==> src/rtl/alu_operand_sel.sv <==
// N-way EX-stage operand selector with a registered output, stall/flush control,
// and a saturating counter of live instructions that carried an out-of-range select.
module alu_operand_sel #(
  parameter int unsigned WIDTH = 32,
  parameter int unsigned NSRC  = 4,
  parameter int unsigned SELW  = 2,
  parameter int unsigned CNTW  = 8
) (
  input  logic                    clk,
  input  logic                    reset,
  input  logic [NSRC*WIDTH-1:0]   src_flat,
  input  logic [SELW-1:0]         sel,
  input  logic                    in_valid,
  input  logic                    stall,
  input  logic                    flush,
  output logic [WIDTH-1:0]        operand_q,
  output logic                    out_valid,
  output logic                    sel_err,
  output logic [CNTW-1:0]         err_cnt
);

  logic [31:0]       sel_ext;
  logic [WIDTH-1:0]  mux_d;
  logic              bad_d;

  logic              out_valid_q, out_valid_d;
  logic              sel_err_q, sel_err_d;
  logic [CNTW-1:0]   err_cnt_q, err_cnt_d;
  logic [WIDTH-1:0]  operand_d;

  function automatic logic [CNTW-1:0] sat_inc(input logic [CNTW-1:0] cnt);
    if (cnt == {CNTW{1'b1}}) return cnt;
    return cnt + {{(CNTW-1){1'b0}}, 1'b1};
  endfunction

  assign sel_ext = 32'(sel);
  assign bad_d   = (sel_ext >= NSRC);

  always_comb begin
    mux_d = '0;
    for (int k = 0; k < int'(NSRC); k++) begin
      if (sel_ext == 32'(k)) mux_d = src_flat[k*WIDTH +: WIDTH];
    end
  end

  // Next-state: flush beats stall beats load
  always_comb begin
    operand_d   = operand_q;
    out_valid_d = out_valid_q;
    sel_err_d   = sel_err_q;
    err_cnt_d   = err_cnt_q;
    if (flush) begin
      operand_d   = '0;
      out_valid_d = 1'b0;
      sel_err_d   = 1'b0;
    end else if (!stall) begin
      operand_d   = mux_d;
      out_valid_d = in_valid;
      sel_err_d   = in_valid & bad_d;
      if (in_valid & bad_d) err_cnt_d = sat_inc(err_cnt_q);
    end
  end

  // EX-stage operand register
  always_ff @(posedge clk or posedge reset) begin
    if (reset) begin
      operand_q   <= '0;
      out_valid_q <= 1'b0;
      sel_err_q   <= 1'b0;
      err_cnt_q   <= '0;
    end else begin
      operand_q   <= operand_d;
      out_valid_q <= out_valid_d;
      sel_err_q   <= sel_err_d;
      err_cnt_q   <= err_cnt_d;
    end
  end

  assign out_valid = out_valid_q;
  assign sel_err   = sel_err_q;
  assign err_cnt   = err_cnt_q;

endmodule

==> config.mk <==
export PLATFORM = sky130hd
export DESIGN_NAME = alu_operand_sel
export DESIGN_NICKNAME = d
export VERILOG_FILES = /design/src/rtl/alu_operand_sel.sv
export SDC_FILE = /design/constraint.sdc
export NUM_CORES = 1
export LEC_CHECK = 0
export CORE_MARGIN = 2
export CORE_UTILIZATION = 35
export CTS_CLUSTER_SIZE = 24
export DETAILED_ROUTE_END_ITERATION = 8
export DONT_BUFFER_PORTS = 1
export GPL_TIMING_DRIVEN = 0
export PLACE_DENSITY = 0.57
export SKIP_CTS_REPAIR_TIMING = 1
export SYNTH_ARGS = -nofsm -noshare
export SYNTH_HDL_FRONTEND = slang
export SYNTH_SLANG_ARGS = --single-unit
==> constraint.sdc <==
create_clock -name clk -period 1.19 [get_ports clk]
set_clock_uncertainty 0.1 [all_clocks]
set_input_delay 0.238 -clock clk [delete_from_list [all_inputs] [get_ports clk]]
set_output_delay 0.238 -clock clk [all_outputs]
set_load 0.005 [all_outputs]
==> results of run 1 <==
## cells in the mapped netlist, drive strengths merged
cell	count
inv	1
nor2	1
buf	24
dfrtp	33
mux2i	65
conb	1
clkbuf	7
nand3b	32
or3	1
or3b	1
o221ai	32
## registers in the layout, indices dropped and copies added, names as in the netlist
register and flops:
operand_q 32, out_valid 1
## cells by family (layout without fill, tap and decap cells)
family | after synthesis | in the layout | share of synthesized area (%)
muxes | 65 | 65 | 26.6
DFF | 33 | 33 | 33.8
other | 1 | 9 | 0.153
and+or+nand+nor | 35 | 35 | 10.6
buffers and inverters | 32 | 40 | 9.68
AOI/OAI and AO/OA | 32 | 32 | 19.2
## per-layer routing
layer | share of wire, % | wire length [um]
met1 | 39 | 2530
met2 | 51 | 3310
met3 | 9.1 | 591
met4 | 1.0 | 67
met5 | 0 | 0
## how the worst max path moves through the flow
stage / endpoint / cells past startpoint
global placement: operand_q[26] / 1
CTS: operand_q[9] / 4
finish: operand_q[11] / 5
detailed placement: operand_q[9] / 4
floorplan: operand_q[0] / 5
global route: operand_q[7] / 5
## worst register-to-register path: cells and delay by family, from the launching register on
| family | cells | cell delay (ps) |
|---|---|---|
| DFF | 1 | 410 |
| and+or+nand+nor | 1 | 100 |
| AOI/OAI and AO/OA | 1 | 110 |
## layout make-up
type,count,area (um^2)
fillers,669,4040
multi-input cells,141,1410
flip-flops and latches,33,826
plain buffers,31,259
well taps,80,100
clock buffers,7,86.3
repair buffers,1,27.5
inverters,1,3.75
## power by group through the flow
stage	Clock [mW]	Sequential, mW	Combinational, mW
2_1_floorplan	0	1.28	0.464
3_3_place_gp	0	1.30	0.548
3_5_place_dp	0	1.30	0.569
4_1_cts	0.918	1.28	0.567
5_1_grt	0.962	1.29	0.618
6_report	0.865	1.28	0.562
## through the flow
stage          hold slack (ps)  std cells  power [mW]  utilization (%)
4_1_cts                   -130        294        2.76             39.9
5_1_grt                   -120        294        2.87             40.2
3_3_place_gp               300        286        1.85             38.2
2_1_floorplan              267        206        1.74                -
3_5_place_dp               185        287        1.87             38.6
6_report                  -154        294        2.71             40.2
## cells in the final DEF (no fill, tap or decap)
master / n
dfrtp_1: 33
clkbuf_2: 1
buf_8: 1
buf_4: 13
clkbuf_1: 7
o221ai_2: 30
conb_1: 9
inv_1: 1
buf_6: 3
nor2_1: 1
clkbuf_8: 6
or3_1: 1
clkbuf_4: 2
buf_2: 2
nand3b_1: 32
buf_16: 1
or3b_1: 1
buf_12: 3
o221ai_1: 2
mux2i_1: 65
==> flow_metrics.tcl, run 1 <==
set metrics [dict create \
    worstReg2RegStart "operand_q[23]" \
    cp-end-kind "flop" \
    die_x_um 87.6 \
    cts_buffers 5 \
    clk_path_buf_depth 2 \
    rsz0062_at_grt "no" \
    fp.dieH_um 87.6 \
    antenna_found_initial 0 \
    p_clk_share_pct 32.0 \
    hold_viol 14 \
    grt_pass1_wl_um 9560 \
    drt_first_pass_iters 4 \
    status "finished with violations" \
    htree_levels 2 \
    area_growth_pct 11.1 \
    rows 30 \
    diodes 0 \
    hold_slack_ps -154 \
    detailed_place_hpwl_um 5120 \
    p_seq_share_pct 47.3 \
    r2r_end "operand_q[23]" \
    globalRouteMet2Util_pct 28.5 \
    ys_types 15 \
    fin_ws_ps 60.0 \
    ff2ff_path_depth 2 \
    crit_arrival_ps 1220 \
    power.internal_mw 1.94 \
    cap_viol_max_count 0 \
    cp_max_fo 10 \
    fin_area_um2 2710 \
    use_met3_pct 5.56 \
    worstPathCellList "buf_8 > or3_1 > clkbuf_2 > buf_2 > o221ai_2" \
    setup-tns-final_ps 0 \
    start_util_pct 36.2 \
    hold_path_class "in2async" \
    netSwitchingFraction_pct 28.4 \
    cp-start-kind "input port" \
    preCtsSetupSlack_ps -348 \
    portBuffers 0 \
    gp_congestion 0.704 \
    io_pins 177 \
    drive_above_1_share_pct 29.0 \
    ys_top_cells_by_area "dfrtp_1, mux2i_1, o221ai_2" \
    vdd_drop_max_mv 0.350 \
    yosysWarnings 0 \
    setup_viol 0 \
    rrSetupSlack_ps 330 \
    power_leakage_nw 1.21 \
    violations "hold timing" \
    max_freq_mhz 885 \
    num_vias 1716 \
    crit_buf_inv 3 \
    die_area_um2 7670 \
    clkTransAtPathRegs_ps 70 \
    cts_root_buf "clkbuf_8" \
    grt_pass1_vias 1788 \
    ant_nets 0 \
    clock_sinks 33 \
    crit_slowest_cell "or3_1" \
    crit_type "in2reg" \
    synth_area_um2 2440 \
    drt-total-wl_um 6500 \
    fin_crit_ps 1130 \
    nNetsFinal 349 \
    power_density_nw_per_um2 997 \
    min_period_over_period_pct 95.0 \
    postSynthCellCount 198 \
    ys_ff_latch 33 \
    yosysSeqAreaShare_pct 33.8 \
    top_usage_layer "met2" \
    core_area_um2 6760 \
    combPwrFrac_pct 20.8 \
    syn_area_per_cell_um2 12.3 \
    drc 0 \
    relSlewSlack_pct 54.0 \
    use_met1_pct 19.9 \
    tightest_slew_ps 689 \
    yosys.area.top_type "dfrtp_1" \
    critPathMaxStageDelay_ps 300 \
    switchingPower_uw 768 \
    tritoncts "yes" \
    post_dp_cell_area_um2 2610 \
    crit_family "buffers and inverters" \
    grt_use_total_pct 16.7 \
    drtIter0Drc 34 \
    grt.overflow.total 0 \
    drv_slew 0 \
    wl_per_cell_um 22.1 \
    viasPerCell 5.84 \
    synth_top_area_share_pct 33.8 \
    clk_latency_ps 280 \
    startpoint "stall" \
    grt_max_degree 20 \
    critPathRequiredTime_ps 1280 \
]
(Power assumes the default switching activity.)
==> run 2, diff against run 1 <==
--- a/config.mk
+++ b/config.mk
@@ -7,10 +7,10 @@
 export LEC_CHECK = 0
 export CORE_MARGIN = 2
 export CORE_UTILIZATION = 35
-export CTS_CLUSTER_SIZE = 24
+export CTS_CLUSTER_SIZE = 20
 export DETAILED_ROUTE_END_ITERATION = 8
 export DONT_BUFFER_PORTS = 1
-export GPL_TIMING_DRIVEN = 0
+export MAX_ROUTING_LAYER = met4
 export PLACE_DENSITY = 0.57
 export SKIP_CTS_REPAIR_TIMING = 1
 export SYNTH_ARGS = -nofsm -noshare
==> run 2 against run 1 <==
The flow now finishes without violations. Sequential share of layout area rose by 2.4 points. Critical path type unchanged. Sequential cell count unchanged. Critical endpoint is now operand_q[7]. Critical path depth decreased by 2. Count of clock-buffer cells in the layout is 1 higher. Register-to-register slack better by 20 ps.
==> flow_metrics.tcl, run 2 (synthesized netlist as in run 1, its figures left out) <==
set metrics [dict create \
    detailed_place_hpwl_um 3990 \
    crit_family "simple AND/OR/NAND/NOR gates" \
    min_period_over_period_pct 89.2 \
    crit_end "operand_q[7]" \
    mostFrequentLayoutCell "mux2i_1" \
    setup_viol 0 \
    rsz0062_at_grt "no" \
    worstPathCellList "or3b_2 > buf_4 > o221ai_2" \
    num_vias 1594 \
    clock_sinks 33 \
    start_util_pct 36.2 \
    startpoint "stall" \
    htree_levels 2 \
    worstReg2RegStart "operand_q[25]" \
    setup-tns-final_ps 0 \
    grt.overflow.total 0 \
    wl_per_cell_um 20.9 \
    drv_slew 0 \
    placed_cells 260 \
    grt_max_degree 65 \
    antenna_found_initial 0 \
    core_area_um2 6760 \
    critPathMaxStageDelay_ps 500 \
    fp.dieH_um 87.6 \
    drc 0 \
    cts_root_buf "clkbuf_8" \
    hold_slack_ps 23.9 \
    fillers 677 \
    crit_type "in2reg" \
    fin_crit_ps 1060 \
    io_pins 177 \
    cts_buffers 5 \
    power_mw 2.50 \
    clk_latency_ps 270 \
    power_density_nw_per_um2 995 \
    hold_path_class "in2reg" \
    viasPerCell 5.90 \
    drtIter0Drc 32 \
    cp-start-kind "input port" \
    ant_nets 0 \
    die_area_um2 7670 \
    largest_reg_flops 32 \
    fin_area_um2 2520 \
    clkTransAtPathRegs_ps 70 \
    crit_buf_inv 1 \
    cp_max_fo 35 \
    post_dp_cell_area_um2 2420 \
    rows 30 \
    grt_use_total_pct 14.4 \
    portBuffers 0 \
    cap_viol_max_count 0 \
    gp_congestion 0.657 \
    hold_viol 0 \
    cp-end-kind "flop" \
    power_leakage_nw 1.09 \
    rrSetupSlack_ps 350 \
    ff2ff_path_depth 2 \
    status "complete, no violations" \
    crit_slowest_cell "or3b_2" \
    drive_above_1_share_pct 22.1 \
    nNetsFinal 324 \
    drt-total-wl_um 5640 \
    area_growth_pct 3.02 \
    grt_pass1_wl_um 8160 \
    layout_common_cells "mux2i_1, dfrtp_1, nand3b_1" \
    grt_pass1_vias 1561 \
    critPathRequiredTime_ps 1290 \
    crit_cells 3 \
    r2r_end "operand_q[25]" \
    tritoncts "yes" \
    instances_no_fill 270 \
    regMostFlops "operand_q" \
    die_x_um 87.6 \
    clk_path_buf_depth 2 \
    max_freq_mhz 942 \
    diodes 0 \
    drt_first_pass_iters 3 \
    vdd_drop_max_mv 0.427 \
    crit_arrival_ps 1160 \
]
==> run 2: layout make-up <==
class                           instances  area [um^2]  share of cell area (%)
Timing Repair Buffer                    7         95.1                    3.78
Multi-Input combinational cell        141         1410                    56.1
Inverter                                1         3.75                   0.149
Tap cell                               80          100                    3.98
Sequential cell                        33          826                    32.8
Clock buffer                            8         80.1                    3.18
==> run 2: where the power goes <==
group	switching, mW	internal (mW)	total [mW]
Clock	0.400	0.416	0.816
Combinational	0.186	0.225	0.411
Sequential	0.0720	1.21	1.28
==> run 2: metal layers <==
layer,up-vias,track usage (%),wire length (um)
met5,-,-,0
met4,0,4.20,41
met1,753,16.8,2230
met2,101,23.6,2910
met3,4,4.71,470
li1,736,-,-
==> run 2: worst min path at each step <==
stage / start / to / slack (ps) / depth (start not counted)
final: stall / operand_q[23] / 20 / 2
after CTS: reset / operand_q[22] / -220 / 2
after detailed placement: reset / operand_q[6] / 90 / 2
after global routing: stall / operand_q[16] / 10 / 2
after global placement: reset / operand_q[7] / 90 / 2
after floorplan: reset / operand_q[0] / 270 / 1
==> run 2: stage by stage <==
step | setup WS [ps] | util (%)
finish | 129 | 37.3
CTS | 147 | 37.0
global route | 92.5 | 37.3
detailed placement | -153 | 35.8
global placement | -140 | 35.8
floorplan | -135 | -
